## src/rtl/axis_pattern_pkg.sv

```systemverilog
// -----------------------------------------------------------------------------
// axis_pattern_pkg
// Shared types and constants for the AXI-Stream test-pattern generator:
//   state_t        - generator FSM states
//   pattern_mode_t - data pattern selector (encoding matches the mode input)
//   DEFAULT_TAPS   - default Galois LFSR tap mask for 8-bit data
// -----------------------------------------------------------------------------
package axis_pattern_pkg;

    typedef enum logic [1:0] {
        IDLE = 2'd0,
        SEND = 2'd1,
        GAP  = 2'd2
    } state_t;

    typedef enum logic [1:0] {
        COUNT = 2'd0,
        CONST = 2'd1,
        LFSR  = 2'd2,
        WALK  = 2'd3
    } pattern_mode_t;

    localparam logic [7:0] DEFAULT_TAPS = 8'hB8;

endpackage

```

## src/rtl/axis_pattern_gen_if.sv

```systemverilog
// -----------------------------------------------------------------------------
// axis_pattern_gen_if
// AXI-Stream bus bundle for the pattern generator.
//   tdata  - beat data (DATA_WIDTH bits)
//   tvalid - beat valid (driven by master)
//   tready - sink ready (driven by slave)
//   tlast  - final beat of a packet
//   tkeep  - byte enables, DATA_WIDTH/8 bits with a minimum of one
// Modports: master (source side), slave (sink side).
// -----------------------------------------------------------------------------
interface axis_pattern_gen_if #(
    parameter int DATA_WIDTH = 8
) ();
    localparam int KEEP_WIDTH = (DATA_WIDTH / 8 < 1) ? 1 : DATA_WIDTH / 8;

    logic [DATA_WIDTH-1:0] tdata;
    logic                  tvalid;
    logic                  tready;
    logic                  tlast;
    logic [KEEP_WIDTH-1:0] tkeep;

    modport master (
        output tdata,
        output tvalid,
        output tlast,
        output tkeep,
        input  tready
    );

    modport slave (
        input  tdata,
        input  tvalid,
        input  tlast,
        input  tkeep,
        output tready
    );
endinterface

```

## src/rtl/axis_pattern_step.sv

```systemverilog
// -----------------------------------------------------------------------------
// axis_pattern_step
// Combinational next-pattern function.
//   mode_i  - pattern selector
//   value_i - current pattern value
//   taps_i  - Galois LFSR tap mask
//   next_o  - pattern value for the following beat
// -----------------------------------------------------------------------------
module axis_pattern_step
    import axis_pattern_pkg::*;
#(
    parameter int DATA_WIDTH = 8
) (
    input  pattern_mode_t         mode_i,
    input  logic [DATA_WIDTH-1:0] value_i,
    input  logic [DATA_WIDTH-1:0] taps_i,
    output logic [DATA_WIDTH-1:0] next_o
);

    always_comb begin
        next_o = value_i;
        case (mode_i)
            COUNT:   next_o = value_i + 1'b1;
            CONST:   next_o = value_i;
            // Galois form: shift right, fold the taps in when a one falls out
            LFSR:    next_o = (value_i >> 1) ^ (value_i[0] ? taps_i : '0);
            WALK:    next_o = {value_i[DATA_WIDTH-2:0], value_i[DATA_WIDTH-1]};
            default: next_o = value_i;
        endcase
    end

endmodule

```

## src/rtl/axis_pattern_gen.sv

```systemverilog
// -----------------------------------------------------------------------------
// axis_pattern_gen
// AXI-Stream test-pattern source producing framed packets of configurable
// length in one of four data patterns, with a programmable idle gap.
//   clk          - stream clock, all logic on posedge
//   rst          - synchronous active-high reset
//   enable_i     - run request; sampled at packet boundaries
//   mode_i       - 0 COUNT, 1 CONST, 2 LFSR, 3 WALK
//   seed_i       - initial pattern value (the CONST value)
//   pkt_len_i    - beats per packet, 0 treated as 1
//   gap_cycles_i - idle cycles between packets
//   m_axis       - AXI-Stream master (tdata/tvalid/tready/tlast/tkeep)
//   busy_o       - high whenever the generator is not idle
//   pkt_count_o  - completed packets, wraps at 2^32
// -----------------------------------------------------------------------------
module axis_pattern_gen
    import axis_pattern_pkg::*;
#(
    parameter int                    DATA_WIDTH = 8,
    parameter int                    LEN_WIDTH  = 16,
    parameter int                    GAP_WIDTH  = 8,
    parameter logic [DATA_WIDTH-1:0] LFSR_TAPS  = DATA_WIDTH'(DEFAULT_TAPS)
) (
    input  logic                  clk,
    input  logic                  rst,
    input  logic                  enable_i,
    input  logic [1:0]            mode_i,
    input  logic [DATA_WIDTH-1:0] seed_i,
    input  logic [LEN_WIDTH-1:0]  pkt_len_i,
    input  logic [GAP_WIDTH-1:0]  gap_cycles_i,
    axis_pattern_gen_if.master    m_axis,
    output logic                  busy_o,
    output logic [31:0]           pkt_count_o
);

    // LFSR and WALK would lock up on an all-zero value, so zero seeds become 1
    function automatic logic [DATA_WIDTH-1:0] seed_load(
        input pattern_mode_t         m,
        input logic [DATA_WIDTH-1:0] s
    );
        if ((m == LFSR || m == WALK) && s == '0) begin
            return DATA_WIDTH'(1);
        end
        return s;
    endfunction

    // Index of the final beat; a zero length behaves as a single-beat packet
    function automatic logic [LEN_WIDTH-1:0] last_index(input logic [LEN_WIDTH-1:0] len);
        return (len == '0) ? '0 : len - 1'b1;
    endfunction

    state_t                state_q,     state_d;
    pattern_mode_t         mode_q,      mode_d;
    logic [LEN_WIDTH-1:0]  last_q,      last_d;
    logic [LEN_WIDTH-1:0]  beat_q,      beat_d;
    logic [GAP_WIDTH-1:0]  gap_q,       gap_d;
    logic [GAP_WIDTH-1:0]  gap_cnt_q,   gap_cnt_d;
    logic [DATA_WIDTH-1:0] pat_q,       pat_d;
    logic                  tvalid_q,    tvalid_d;
    logic                  tlast_q,     tlast_d;
    logic                  busy_q,      busy_d;
    logic [31:0]           pkt_count_q, pkt_count_d;

    logic [DATA_WIDTH-1:0] pat_next;
    logic                  eop;
    logic                  load_cfg;

    axis_pattern_step #(
        .DATA_WIDTH(DATA_WIDTH)
    ) u_step (
        .mode_i (mode_q),
        .value_i(pat_q),
        .taps_i (LFSR_TAPS),
        .next_o (pat_next)
    );

    always_comb begin
        state_d     = state_q;
        mode_d      = mode_q;
        last_d      = last_q;
        beat_d      = beat_q;
        gap_d       = gap_q;
        gap_cnt_d   = gap_cnt_q;
        pat_d       = pat_q;
        pkt_count_d = pkt_count_q;
        eop         = 1'b0;
        load_cfg    = 1'b0;

        case (state_q)
            IDLE: begin
                if (enable_i) begin
                    load_cfg = 1'b1;
                    pat_d    = seed_load(pattern_mode_t'(mode_i), seed_i);
                    state_d  = SEND;
                end
            end
            SEND: begin
                // tvalid is always high in SEND, so tready alone marks a handshake
                if (m_axis.tready) begin
                    pat_d = pat_next;
                    if (tlast_q) begin
                        pkt_count_d = pkt_count_q + 32'd1;
                        if (gap_q != '0) begin
                            state_d   = GAP;
                            gap_cnt_d = gap_q;
                        end else begin
                            eop = 1'b1;
                        end
                    end else begin
                        beat_d = beat_q + 1'b1;
                    end
                end
            end
            GAP: begin
                if (gap_cnt_q == GAP_WIDTH'(1)) begin
                    eop = 1'b1;
                end else begin
                    gap_cnt_d = gap_cnt_q - 1'b1;
                end
            end
            default: state_d = IDLE;
        endcase

        // Packet boundary: either continue with freshly latched config (pattern
        // keeps running) or drop back to idle
        if (eop) begin
            if (enable_i) begin
                load_cfg = 1'b1;
                state_d  = SEND;
            end else begin
                state_d  = IDLE;
            end
        end

        if (load_cfg) begin
            mode_d = pattern_mode_t'(mode_i);
            last_d = last_index(pkt_len_i);
            gap_d  = gap_cycles_i;
            beat_d = '0;
        end

        // Outputs are registered from the next state so they line up with it
        tvalid_d = (state_d == SEND);
        tlast_d  = (state_d == SEND) && (beat_d == last_d);
        busy_d   = (state_d != IDLE);
    end

    always_ff @(posedge clk) begin
        if (rst) begin
            state_q     <= IDLE;
            mode_q      <= COUNT;
            last_q      <= '0;
            beat_q      <= '0;
            gap_q       <= '0;
            gap_cnt_q   <= '0;
            pat_q       <= '0;
            tvalid_q    <= 1'b0;
            tlast_q     <= 1'b0;
            busy_q      <= 1'b0;
            pkt_count_q <= '0;
        end else begin
            state_q     <= state_d;
            mode_q      <= mode_d;
            last_q      <= last_d;
            beat_q      <= beat_d;
            gap_q       <= gap_d;
            gap_cnt_q   <= gap_cnt_d;
            pat_q       <= pat_d;
            tvalid_q    <= tvalid_d;
            tlast_q     <= tlast_d;
            busy_q      <= busy_d;
            pkt_count_q <= pkt_count_d;
        end
    end

    assign m_axis.tdata  = pat_q;
    assign m_axis.tvalid = tvalid_q;
    assign m_axis.tlast  = tlast_q;
    assign m_axis.tkeep  = '1;
    assign busy_o        = busy_q;
    assign pkt_count_o   = pkt_count_q;

endmodule

```

## src/flat_wrapper.sv

```systemverilog
// flat-port wrapper written by rule: the top's interface ports become plain ports
module axis_pattern_gen_flat import axis_pattern_pkg::*;
#(
    parameter int                    DATA_WIDTH = 8,
    parameter int                    LEN_WIDTH  = 16,
    parameter int                    GAP_WIDTH  = 8,
    parameter logic [DATA_WIDTH-1:0] LFSR_TAPS  = DATA_WIDTH'(DEFAULT_TAPS)
)
  (clk, rst, enable_i, mode_i, seed_i, pkt_len_i, gap_cycles_i, busy_o, pkt_count_o, m_axis_tdata, m_axis_tvalid, m_axis_tlast, m_axis_tkeep, m_axis_tready);
  axis_pattern_gen_if #(.DATA_WIDTH(DATA_WIDTH)) m_axis_i ();
  input  logic clk;
  input  logic rst;
  input  logic enable_i;
  input  logic [1:0] mode_i;
  input  logic [DATA_WIDTH-1:0] seed_i;
  input  logic [LEN_WIDTH-1:0] pkt_len_i;
  input  logic [GAP_WIDTH-1:0] gap_cycles_i;
  output logic busy_o;
  output logic [31:0] pkt_count_o;
  output wire logic [$bits(m_axis_i.tdata)-1:0] m_axis_tdata;
  output wire logic [$bits(m_axis_i.tvalid)-1:0] m_axis_tvalid;
  output wire logic [$bits(m_axis_i.tlast)-1:0] m_axis_tlast;
  output wire logic [$bits(m_axis_i.tkeep)-1:0] m_axis_tkeep;
  input wire logic [$bits(m_axis_i.tready)-1:0] m_axis_tready;
  assign m_axis_tdata = m_axis_i.tdata;
  assign m_axis_tvalid = m_axis_i.tvalid;
  assign m_axis_tlast = m_axis_i.tlast;
  assign m_axis_tkeep = m_axis_i.tkeep;
  assign m_axis_i.tready = m_axis_tready;
  axis_pattern_gen #(.DATA_WIDTH(DATA_WIDTH), .LEN_WIDTH(LEN_WIDTH), .GAP_WIDTH(GAP_WIDTH), .LFSR_TAPS(LFSR_TAPS)) u_core (.clk(clk), .rst(rst), .enable_i(enable_i), .mode_i(mode_i), .seed_i(seed_i), .pkt_len_i(pkt_len_i), .gap_cycles_i(gap_cycles_i), .m_axis(m_axis_i), .busy_o(busy_o), .pkt_count_o(pkt_count_o));
endmodule
```

## config.mk

```make
export PLATFORM = sky130hd
export DESIGN_NAME = axis_pattern_gen_flat
export DESIGN_NICKNAME = d
export VERILOG_FILES = /design/src/rtl/axis_pattern_pkg.sv /design/src/rtl/axis_pattern_gen_if.sv /design/src/rtl/axis_pattern_step.sv /design/src/rtl/axis_pattern_gen.sv /design/src/flat_wrapper.sv
export SDC_FILE = /design/constraint.sdc
export NUM_CORES = 1
export LEC_CHECK = 0
export ABC_AREA = 1
export CORE_UTILIZATION = 30
export CTS_CLUSTER_SIZE = 16
export DETAILED_ROUTE_END_ITERATION = 7
export HOLD_SLACK_MARGIN = 0.12
export SKIP_CTS_REPAIR_TIMING = 1
export SYNTH_ARGS = -nofsm -noshare
export SYNTH_HDL_FRONTEND = slang
export SYNTH_SLANG_ARGS = --single-unit
```

## constraint.sdc

```tcl
create_clock -name clk -period 2.6 [get_ports clk]
set_input_delay 0.52 -clock clk [delete_from_list [all_inputs] [get_ports clk]]
set_output_delay 0.52 -clock clk [all_outputs]
set_load 0.01 [all_outputs]
```

==> out/metrics.yaml, run 1 <==
global_routing:
  grt_usage: 0.1678
  grt_pass1_vias: 5528
  grt_max_degree: 62
  overflow: 0
  grt_antenna_before_repair: 0
  grt_pass1_wl_mm: 26.51
yosys:
  syn-num-nets: 928
  synthFlopType: "dfxtp_1"
  syn_avg_cell_area_um2: 6.428
  synth_edf_count: 0
  synth.area.top_cells: "dfxtp_1 34%, nand2_1 12%, nor2_1 9.2%, nand3_1 7.9%, inv_1 7.2%"
  yosys.cell_types.count: 46
  synthCells: 879
  synth_seq_area_share: 0.3366
  ys_ff_latch: 95
  syn-cell-area_um2: 5650
  ys_async_sr_fraction: 0
  synth_top_area_share: 0.3366
  ys_warn_count: 0
  yosysTopAreaCell: "dfxtp_1"
floorplanning:
  die_h_um: 139.2
  start_util: 0.3103
  die_width_um: 139.2
  die_area_um2: 19390
  io_pins: 82
  row_count: 49
  coreArea_um2: 18210
sta:
  drv_slew: 0
  max_freq_mhz: 434.0
  clock_skew_ns: 0.01134
  setup_viol: 0
  rsz0062_at_grt: "no"
  fin_crit_ns: 2.304
  finalHoldViolations: 0
  setup_tns_ns: 0
  tightest_slew_ns: 0.7029
  slew_headroom: 0.5314
  period_share: 0.8862
worst_setup_path:
  r2r_slack_ns: 0.30
  crit_slowest_cell: "dfxtp_1"
  cp.required_ns: 2.85
  cp_top_family: "simple AND/OR/NAND/NOR gates"
  cp-end-kind: "register"
  path_cells: "inv_1 -> ha_2 -> buf_6 -> nand3_1 -> buf_4 -> nor2_2 -> nand4_1 -> or2_1 -> nand4_1 -> nand3_1 -> nand2_1 -> nor2_1 -> nand4_1 -> nor2_1"
  cp_max_fo: 19
  cp-start-kind: "register"
  slowest_delay_ns: 0.35
  worstSetupPathType: "register to register"
  critPathBufInv: 3
  path_common_cell: "nand4_1"
  arrival_ns: 2.56
outcome:
  violations: "DRC"
  status: "finished with violations"
drt:
  wl_mm: 15.70
  routed_via_density: 4.832
  vias: 5919
  wl_per_cell_um: 12.81
  ant_nets: 0
  first_iter_violations: 348
  drt_drc_violations_left: 5
  first_pass_iters: 7
finish:
  final_common_cell: "nand2_1"
  nNetsFinal: 1040
  antenna_cells: 0
  mostFrequentLayoutCells: "185 x nand2_1, 138 x nor2_1, 109 x inv_1"
  final_area_um2: 7281
  drive_above_1_share: 0.09337
  area_delta_synth_final_pct: 28.85
clocking:
  path_clk_slew_ns: 0.08
  cts_buffers: 9
  clock_sinks: 95
  cts-root-buf: "clkbuf_16"
  cts_tree: "done"
  cts-htree-levels: 3
  clock_path_buffers: 2
  insertion_delay_ns: 0.36
hold_path:
  hold_path.class: "register to register"
placement:
  gp_congestion: 0.8978
  port_buffers: 80
  placed_cell_area_um2: 6960
  place_hpwl_mm: 11.79
pwr:
  finalPower_mw: 3.609
  p_leak_nw: 3.004
  pwr_density_cell_nw_per_um2: 495.7
  peakVddDrop_uv: 272.4
flow_run:
  maxCapViolCount: 0
metal layers:
| metal | wire, um | track usage | up-vias |
|---|---|---|---|
| met1 | 7851 | 0.2322 | 2666 |
| met4 | 280 | 0.06316 | 0 |
| li1 | - | - | 3087 |
| met3 | 768 | 0.02546 | 21 |
| met5 | 0 | 0 | - |
| met2 | 6796 | 0.2621 | 145 |
power by group:
part           total, mW  switching, mW  internal (mW)
Combinational      0.626          0.365          0.261
Clock               1.41          0.642          0.767
Sequential          1.57         0.0520           1.52
Total               3.61           1.06           2.55
cells in the mapped netlist (7+ instances only):
cell / instances
nand2_1: 185
nor2_1: 138
inv_1: 109
dfxtp_1: 95
nand3_1: 89
o21ai_0: 45
a21oi_1: 43
nand4_1: 23
nor3_1: 21
xor2_1: 16
clkbuf_1: 13
ha_1: 11
nor2_2: 8
a31oi_1: 7
o211ai_1: 7
sequential cells by signal, indices dropped and copies added, names as in the netlist:
| signal | flops |
|---|---|
| u_core.pkt_count_o | 32 |
| u_core.beat_q | 16 |
| u_core.last_q | 16 |
| u_core.gap_cnt_q | 8 |
| u_core.gap_q | 8 |
| u_core.m_axis.tdata | 8 |
| u_core.mode_q | 2 |
| u_core.state_q | 2 |
| u_core.busy_o | 1 |
| u_core.m_axis.tlast | 1 |
| u_core.m_axis.tvalid | 1 |
worst paths after layout:
check / startpoint / to / depth (start not counted)
worst max register to register: u_core.state_q[1] / u_core.m_axis.tlast / 14
worst min-delay path: u_core.gap_cnt_q[5] / u_core.gap_cnt_q[5] / 2
worst max-delay path: u_core.state_q[1] / u_core.m_axis.tlast / 14
worst min register to register: u_core.gap_cnt_q[5] / u_core.gap_cnt_q[5] / 2
worst reg2reg max path, cell delays in order, from the launching register on:
cell and delay [ns]:
dfxtp_1 0.35, inv_1 0.09, ha_2 0.22, buf_6 0.18, nand3_1 0.11, buf_4 0.17, nor2_2 0.14, nand4_1 0.20
or2_1 0.30, nand4_1 0.10, nand3_1 0.08, nand2_1 0.08, nor2_1 0.06, nand4_1 0.07, nor2_1 0.04
kinds of logic after synthesis:
logic type               count (synthesis)  synth area share
other                                    1         0.0006637
AO/OA/AOI/OAI                          121            0.1209
adder cells (fa/ha/maj)                 11           0.02436
flip-flops                              95            0.3366
AND/OR/NAND/NOR                        492            0.3891
XOR/XNOR                                21           0.03255
buffers and inverters                  138           0.09588
through the flow:
stage	utilization	worst slack, ns	hold slack (ns)	cells
after global routing	0.3998	0.03129	0.5054	1225
final	0.3998	0.2958	0.4696	1225
after floorplan	-	0.6099	0.4453	879
after CTS	0.3994	0.2384	0.4743	1225
after detailed placement	0.3823	-0.05144	0.4621	1209
after global placement	0.3823	-0.007891	0.4560	1209
area by class of cell:
class | count | area [um2]
multi-input combinational | 646 | 3209
inverter | 113 | 426.7
clock buffer | 9 | 225.2
sequential | 95 | 1902
clock inverter | 7 | 86.33
tap | 229 | 286.5
fill | 1959 | 10930
timing repair buffer | 126 | 1145
(Power assumes the default switching activity.)
==> inputs of run 2 (changes only) <==
Settings changed: SLEW_MARGIN set to 25.
==> results of run 2 <==
Final layout, timing and power as in run 1 (identical DEF).
==> inputs of run 3 (changes only) <==
Settings changed: TNS_END_PERCENT set to 5.
==> results of run 3 <==
Final layout, timing and power as in run 1 (identical DEF).
